[src/rtl/mem_arbiter_pkg.sv]
// Shared encodings and arbitration helper for the single-port memory arbiter.
package mem_arbiter_pkg;

    localparam logic [0:0] ARB_IDLE = 1'b0;
    localparam logic [0:0] ARB_BUSY = 1'b1;

    localparam logic ARB_OWN_IF = 1'b0;
    localparam logic ARB_OWN_D  = 1'b1;

    // Data normally wins; fetch wins when alone or once the data streak is exhausted.
    function automatic logic fetch_wins(input logic if_req, input logic d_req,
                                        input logic streak_full);
        return if_req && (!d_req || streak_full);
    endfunction

endpackage

[src/rtl/mem_arb_watchdog.sv]
// Counts BUSY cycles without a memory acknowledge; pulses timeout at the limit.
module mem_arb_watchdog #(
    parameter int TIMEOUT = 255
) (
    input  logic clk,
    input  logic rst,
    input  logic clr,
    input  logic en,
    output logic timeout
);

    localparam int CW = (TIMEOUT > 0) ? $clog2(TIMEOUT + 1) : 1;
    localparam logic [CW-1:0] LIMIT = CW'(TIMEOUT);

    logic [CW-1:0] cnt;

    always_ff @(posedge clk or negedge rst) begin
        if (!rst) begin
            cnt <= '0;
        end else if (clr) begin
            cnt <= '0;
        end else if (en && cnt != LIMIT) begin
            cnt <= cnt + 1'b1;
        end
    end

    // A limit of zero turns the watchdog off entirely.
    assign timeout = (TIMEOUT != 0) && en && (cnt == LIMIT);

endmodule

[src/rtl/mem_arbiter.sv]
// Arbitrates the instruction-fetch and data ports onto one single-port memory.
module mem_arbiter
    import mem_arbiter_pkg::*;
#(
    parameter int ADDR_W     = 32,
    parameter int DATA_W     = 32,
    parameter int MAX_STREAK = 4,
    parameter int TIMEOUT    = 255
) (
    input  logic                clk,
    input  logic                rst,
    input  logic                if_req,
    input  logic [ADDR_W-1:0]   if_addr,
    output logic [DATA_W-1:0]   if_rdata,
    output logic                if_ack,
    output logic                if_err,
    input  logic                d_req,
    input  logic                d_we,
    input  logic [ADDR_W-1:0]   d_addr,
    input  logic [DATA_W-1:0]   d_wdata,
    input  logic [DATA_W/8-1:0] d_wstrb,
    output logic [DATA_W-1:0]   d_rdata,
    output logic                d_ack,
    output logic                d_err,
    output logic                m_req,
    output logic                m_we,
    output logic [ADDR_W-1:0]   m_addr,
    output logic [DATA_W-1:0]   m_wdata,
    output logic [DATA_W/8-1:0] m_wstrb,
    input  logic [DATA_W-1:0]   m_rdata,
    input  logic                m_ack
);

    localparam int SW = $clog2(MAX_STREAK + 1);

    logic [0:0]          state;
    logic                owner;
    logic                cap_we;
    logic [ADDR_W-1:0]   cap_addr;
    logic [DATA_W-1:0]   cap_wdata;
    logic [DATA_W/8-1:0] cap_wstrb;
    logic [SW-1:0]       streak;

    logic busy, any_req, streak_full, pick_if, timeout, done;
    logic own_if, own_d;

    assign busy        = (state == ARB_BUSY);
    assign any_req     = if_req || d_req;
    assign streak_full = (streak == SW'(MAX_STREAK));
    assign pick_if     = fetch_wins(if_req, d_req, streak_full);
    assign done        = busy && (m_ack || timeout);

    always_ff @(posedge clk or negedge rst) begin
        if (!rst) begin
            state     <= ARB_IDLE;
            owner     <= ARB_OWN_IF;
            cap_we    <= 1'b0;
            cap_addr  <= '0;
            cap_wdata <= '0;
            cap_wstrb <= '0;
        end else if (!busy) begin
            if (any_req) begin
                state     <= ARB_BUSY;
                owner     <= pick_if ? ARB_OWN_IF : ARB_OWN_D;
                cap_we    <= pick_if ? 1'b0 : d_we;
                cap_addr  <= pick_if ? if_addr : d_addr;
                cap_wdata <= pick_if ? '0 : d_wdata;
                cap_wstrb <= (pick_if || !d_we) ? '0 : d_wstrb;
            end
        end else if (done) begin
            state <= ARB_IDLE;
        end
    end

    // Streak only tracks data grants taken while a fetch was waiting.
    always_ff @(posedge clk or negedge rst) begin
        if (!rst) begin
            streak <= '0;
        end else if (!if_req) begin
            streak <= '0;
        end else if (!busy && any_req) begin
            streak <= pick_if ? '0 : streak + 1'b1;
        end
    end

    mem_arb_watchdog #(.TIMEOUT(TIMEOUT)) u_watchdog (
        .clk     (clk),
        .rst     (rst),
        .clr     (!busy),
        .en      (busy && !m_ack),
        .timeout (timeout)
    );

    assign m_req   = busy;
    assign m_we    = busy && cap_we;
    assign m_addr  = busy ? cap_addr  : '0;
    assign m_wdata = busy ? cap_wdata : '0;
    assign m_wstrb = busy ? cap_wstrb : '0;

    assign own_if = busy && (owner == ARB_OWN_IF);
    assign own_d  = busy && (owner == ARB_OWN_D);

    // A requester that abandoned its request gets no acknowledge.
    assign if_ack   = own_if && m_ack && if_req;
    assign d_ack    = own_d  && m_ack && d_req;
    assign if_err   = own_if && timeout;
    assign d_err    = own_d  && timeout;
    assign if_rdata = if_ack ? m_rdata : '0;
    assign d_rdata  = d_ack  ? m_rdata : '0;

endmodule

[config.mk]
export PLATFORM = sky130hd
export DESIGN_NAME = mem_arbiter
export DESIGN_NICKNAME = d
export VERILOG_FILES = /design/src/rtl/mem_arbiter_pkg.sv /design/src/rtl/mem_arb_watchdog.sv /design/src/rtl/mem_arbiter.sv
export SDC_FILE = /design/constraint.sdc
export NUM_CORES = 1
export LEC_CHECK = 0
export ABC_AREA = 1
export CORE_MARGIN = 4
export CORE_UTILIZATION = 42
export DETAILED_ROUTE_END_ITERATION = 6
export PLACE_DENSITY = 0.86
export SKIP_CTS_REPAIR_TIMING = 1
export SYNTH_ARGS = -nofsm -noshare
export SYNTH_HDL_FRONTEND = slang
export SYNTH_SLANG_ARGS = --single-unit
export TNS_END_PERCENT = 100
[constraint.sdc]
create_clock -name clk -period 4.4 [get_ports clk]
set_clock_uncertainty 0.2 [all_clocks]
set_input_delay 0.66 -clock clk [delete_from_list [all_inputs] [get_ports clk]]
set_output_delay 0.66 -clock clk [all_outputs]
set_load 0.01 [all_outputs]
==> results.py <==
metrics = {
    "run_status": {
        "status": "finished, final reports clean",
    },
    "placed_design": {
        "place_hpwl_mm": 11.3,
        "port_buffers": 275,
        "routabilityCongestion": 0.793,
    },
    "drt": {
        "vias": 5215,
        "routedWlPerCell_um": 13.1,
        "dr.pass1.iters": 6,
        "drc": 0,
        "drt-initial-drc-count": 250,
        "postRouteAntennaNets": 0,
        "vias_per_cell": 4.54,
        "drt_wl_total_mm": 15.1,
    },
    "setup_path": {
        "critPathMaxFanout": 32,
        "arrival_ns": 2.51,
        "reg2reg_to": "cap_wstrb[0]",
        "start_kind": "primary input",
        "worstSetupPathType": "primary input to output port",
        "r2r_cells": 4,
        "required_ns": 3.54,
        "end_kind": "output port",
        "worst-r2r-setup-slack_ns": 1.92,
        "r2r-start": "m_req",
        "crit_path_start": "if_req",
        "crit_path_end": "if_rdata[9]",
    },
    "yosys": {
        "syn-cell-area_um2": 4780,
        "ys_warn_count": 0,
        "synth_nets": 892,
        "synthCells": 751,
        "ys_seq_elements": 82,
        "yosysUniqueCellTypes": 20,
        "seq_area_frac_synth_pct": 42.9,
        "postSynthAreaPerCell_um2": 6.37,
    },
    "floorplanning": {
        "io_pins": 276,
        "coreArea_um2": 11000,
        "start_util_pct": 43.6,
        "die_area_um2": 13200,
        "dieWidth_um": 115,
        "fp-row-count": 38,
        "die_h_um": 115,
    },
    "clock_network": {
        "clockBufferDepth": 2,
        "clk_pin_slew_ns": 0.07,
        "cts_root_buffer": "clkbuf_16",
        "cts.sinks": 82,
        "cts_made_buffers": 9,
        "cts_tree": "yes",
        "clk_latency_ns": 0.32,
        "htree_levels": 3,
    },
    "global_route": {
        "grt_pass1_wl_mm": 23.8,
        "gr-total-overflow": 0,
        "grt.total_usage_pct": 22.4,
        "antenna_found_initial": 0,
        "grt_max_degree": 70,
        "grt_pass1_vias": 4965,
    },
    "pwr": {
        "peakVddDrop_mv": 0.295,
        "p_leak_nw": 4.34,
        "totalPowerFinal_mw": 3.24,
        "p_per_area_nw_per_um2": 410,
    },
    "cells_and_area": {
        "postLayoutCoreUtil_pct": 72.0,
        "drive_above_1_share_pct": 3.07,
        "nets": 1145,
        "area_growth_pct": 65.2,
        "antenna_cells": 0,
    },
    "timing": {
        "relSlewSlack_pct": 51.2,
        "drv_slew": 0,
        "fin_hold_ws_ns": 0.181,
        "clock.fmax_mhz": 297,
        "min_period_ns": 3.37,
        "setup_tns_ns": 0,
        "setup_violations": 0,
        "rsz0062_at_grt": "false",
        "tightest_slew_ns": 0.732,
        "finalCritPeriodShare_pct": 76.6,
        "hold_viol": 0,
    },
    "job": {
        "max_cap_viol_count": 0,
    },
    "hold_path": {
        "hp-class": "primary input to asynchronous set/reset pin",
    },
}
where the power goes:
group | internal (mW) | switching, mW | leakage [nW]
Clock | 0.521 | 0.313 | 0.162
Combinational | 0.640 | 0.641 | 3.15
Sequential | 0.981 | 0.145 | 1.03
metal layers:
layer  track usage [%]  part of all wire (%)
met3              5.89                   8.8
met1              26.0                    38
met2              39.5                    50
met4              8.84                   3.3
met5                 0                     0
logic make-up after synthesis:
family                   Yosys count  synth area share, %
flip-flops                        82                 42.9
adder cells (fa/ha/maj)            3                0.785
XOR/XNOR                           3                0.549
buffers and inverters            193                 16.1
AND/OR/NAND/NOR                  429                 35.4
AO/OA/AOI/OAI                     41                 4.34
worst max-delay path: stages:
cell             delay (ns)
clkdlybuf4s50_1        0.59
nand2_2                0.13
nor3_2                 0.18
inv_2                  0.24
nor2_1                 0.16
clkdlybuf4s50_1        0.55
layout by cell type (no fill, tap or decap):
master / n
xor2_1: 3
clkbuf_16: 9
inv_6: 2
nor3_2: 1
inv_8: 1
nand2_2: 2
nor2_1: 108
clkinvlp_4: 1
o22ai_1: 2
dfrtp_2: 1
nand4_1: 2
buf_4: 7
clkdlybuf4s50_1: 274
bufinv_16: 2
clkbuf_8: 1
inv_2: 2
dfrtp_1: 81
ha_1: 3
o21ai_0: 34
nand2_4: 1
nor2_4: 1
nand2_1: 270
a21oi_1: 1
o21ai_1: 4
inv_1: 152
nand3_1: 44
flip-flops by register name, summed over array words and instances, names as in the netlist:
name and count:
streak 3, u_watchdog.cnt 8, m_req 1, cap_wdata 32
owner 1, cap_wstrb 4, cap_we 1, cap_addr 32
area by class of cell:
cell class / instances / area [um2]
clock buffers: 10 / 239
clock inverters: 6 / 96.3
fillers: 920 / 3080
inverters: 154 / 578
multi-input cells: 476 / 1970
flip-flops and latches: 82 / 2050
well taps: 140 / 175
repair buffers: 281 / 2800
worst min path at each step:
stage,cells past startpoint,slack [ns],start,to
after floorplan,0,0.16,rst,cap_addr[0]
after global placement,2,0.26,cap_wdata[16],cap_wdata[16]
after detailed placement,2,0.27,cap_wdata[16],cap_wdata[16]
after CTS,1,0.21,rst,cap_wdata[24]
after global routing,1,0.26,rst,cap_addr[3]
final,1,0.18,rst,cap_wdata[24]
synth_stat cells:
cell,count,area (um2)
o22ai_1,2,12.5
inv_1,152,571
clkbuf_1,12,45.0
nand3_1,44,220
nand2_1,270,1010
inv_2,2,7.51
nand4_1,2,12.5
nand2_2,3,18.8
nor2_1,108,405
ha_1,3,37.5
nor2_4,1,11.3
xor2_1,3,26.3
buf_4,5,37.5
buf_1,1,3.75
nor3_2,1,10.0
dfrtp_1,82,2050
o21ai_0,34,170
buf_2,21,105
a21oi_1,1,5.00
o21ai_1,4,20.0
metrics by stage:
stage | cells | setup WS (ns) | area (um2)
floorplan | 751 | 2.15 | 4780
global route | 1149 | 0.855 | 7910
finish | 1149 | 1.03 | 7910
global placement | 1133 | 1.10 | 7570
CTS | 1149 | 1.02 | 7910
detailed placement | 1133 | 1.02 | 7570
No activity file was read; power rests on OpenSTA's default activity.
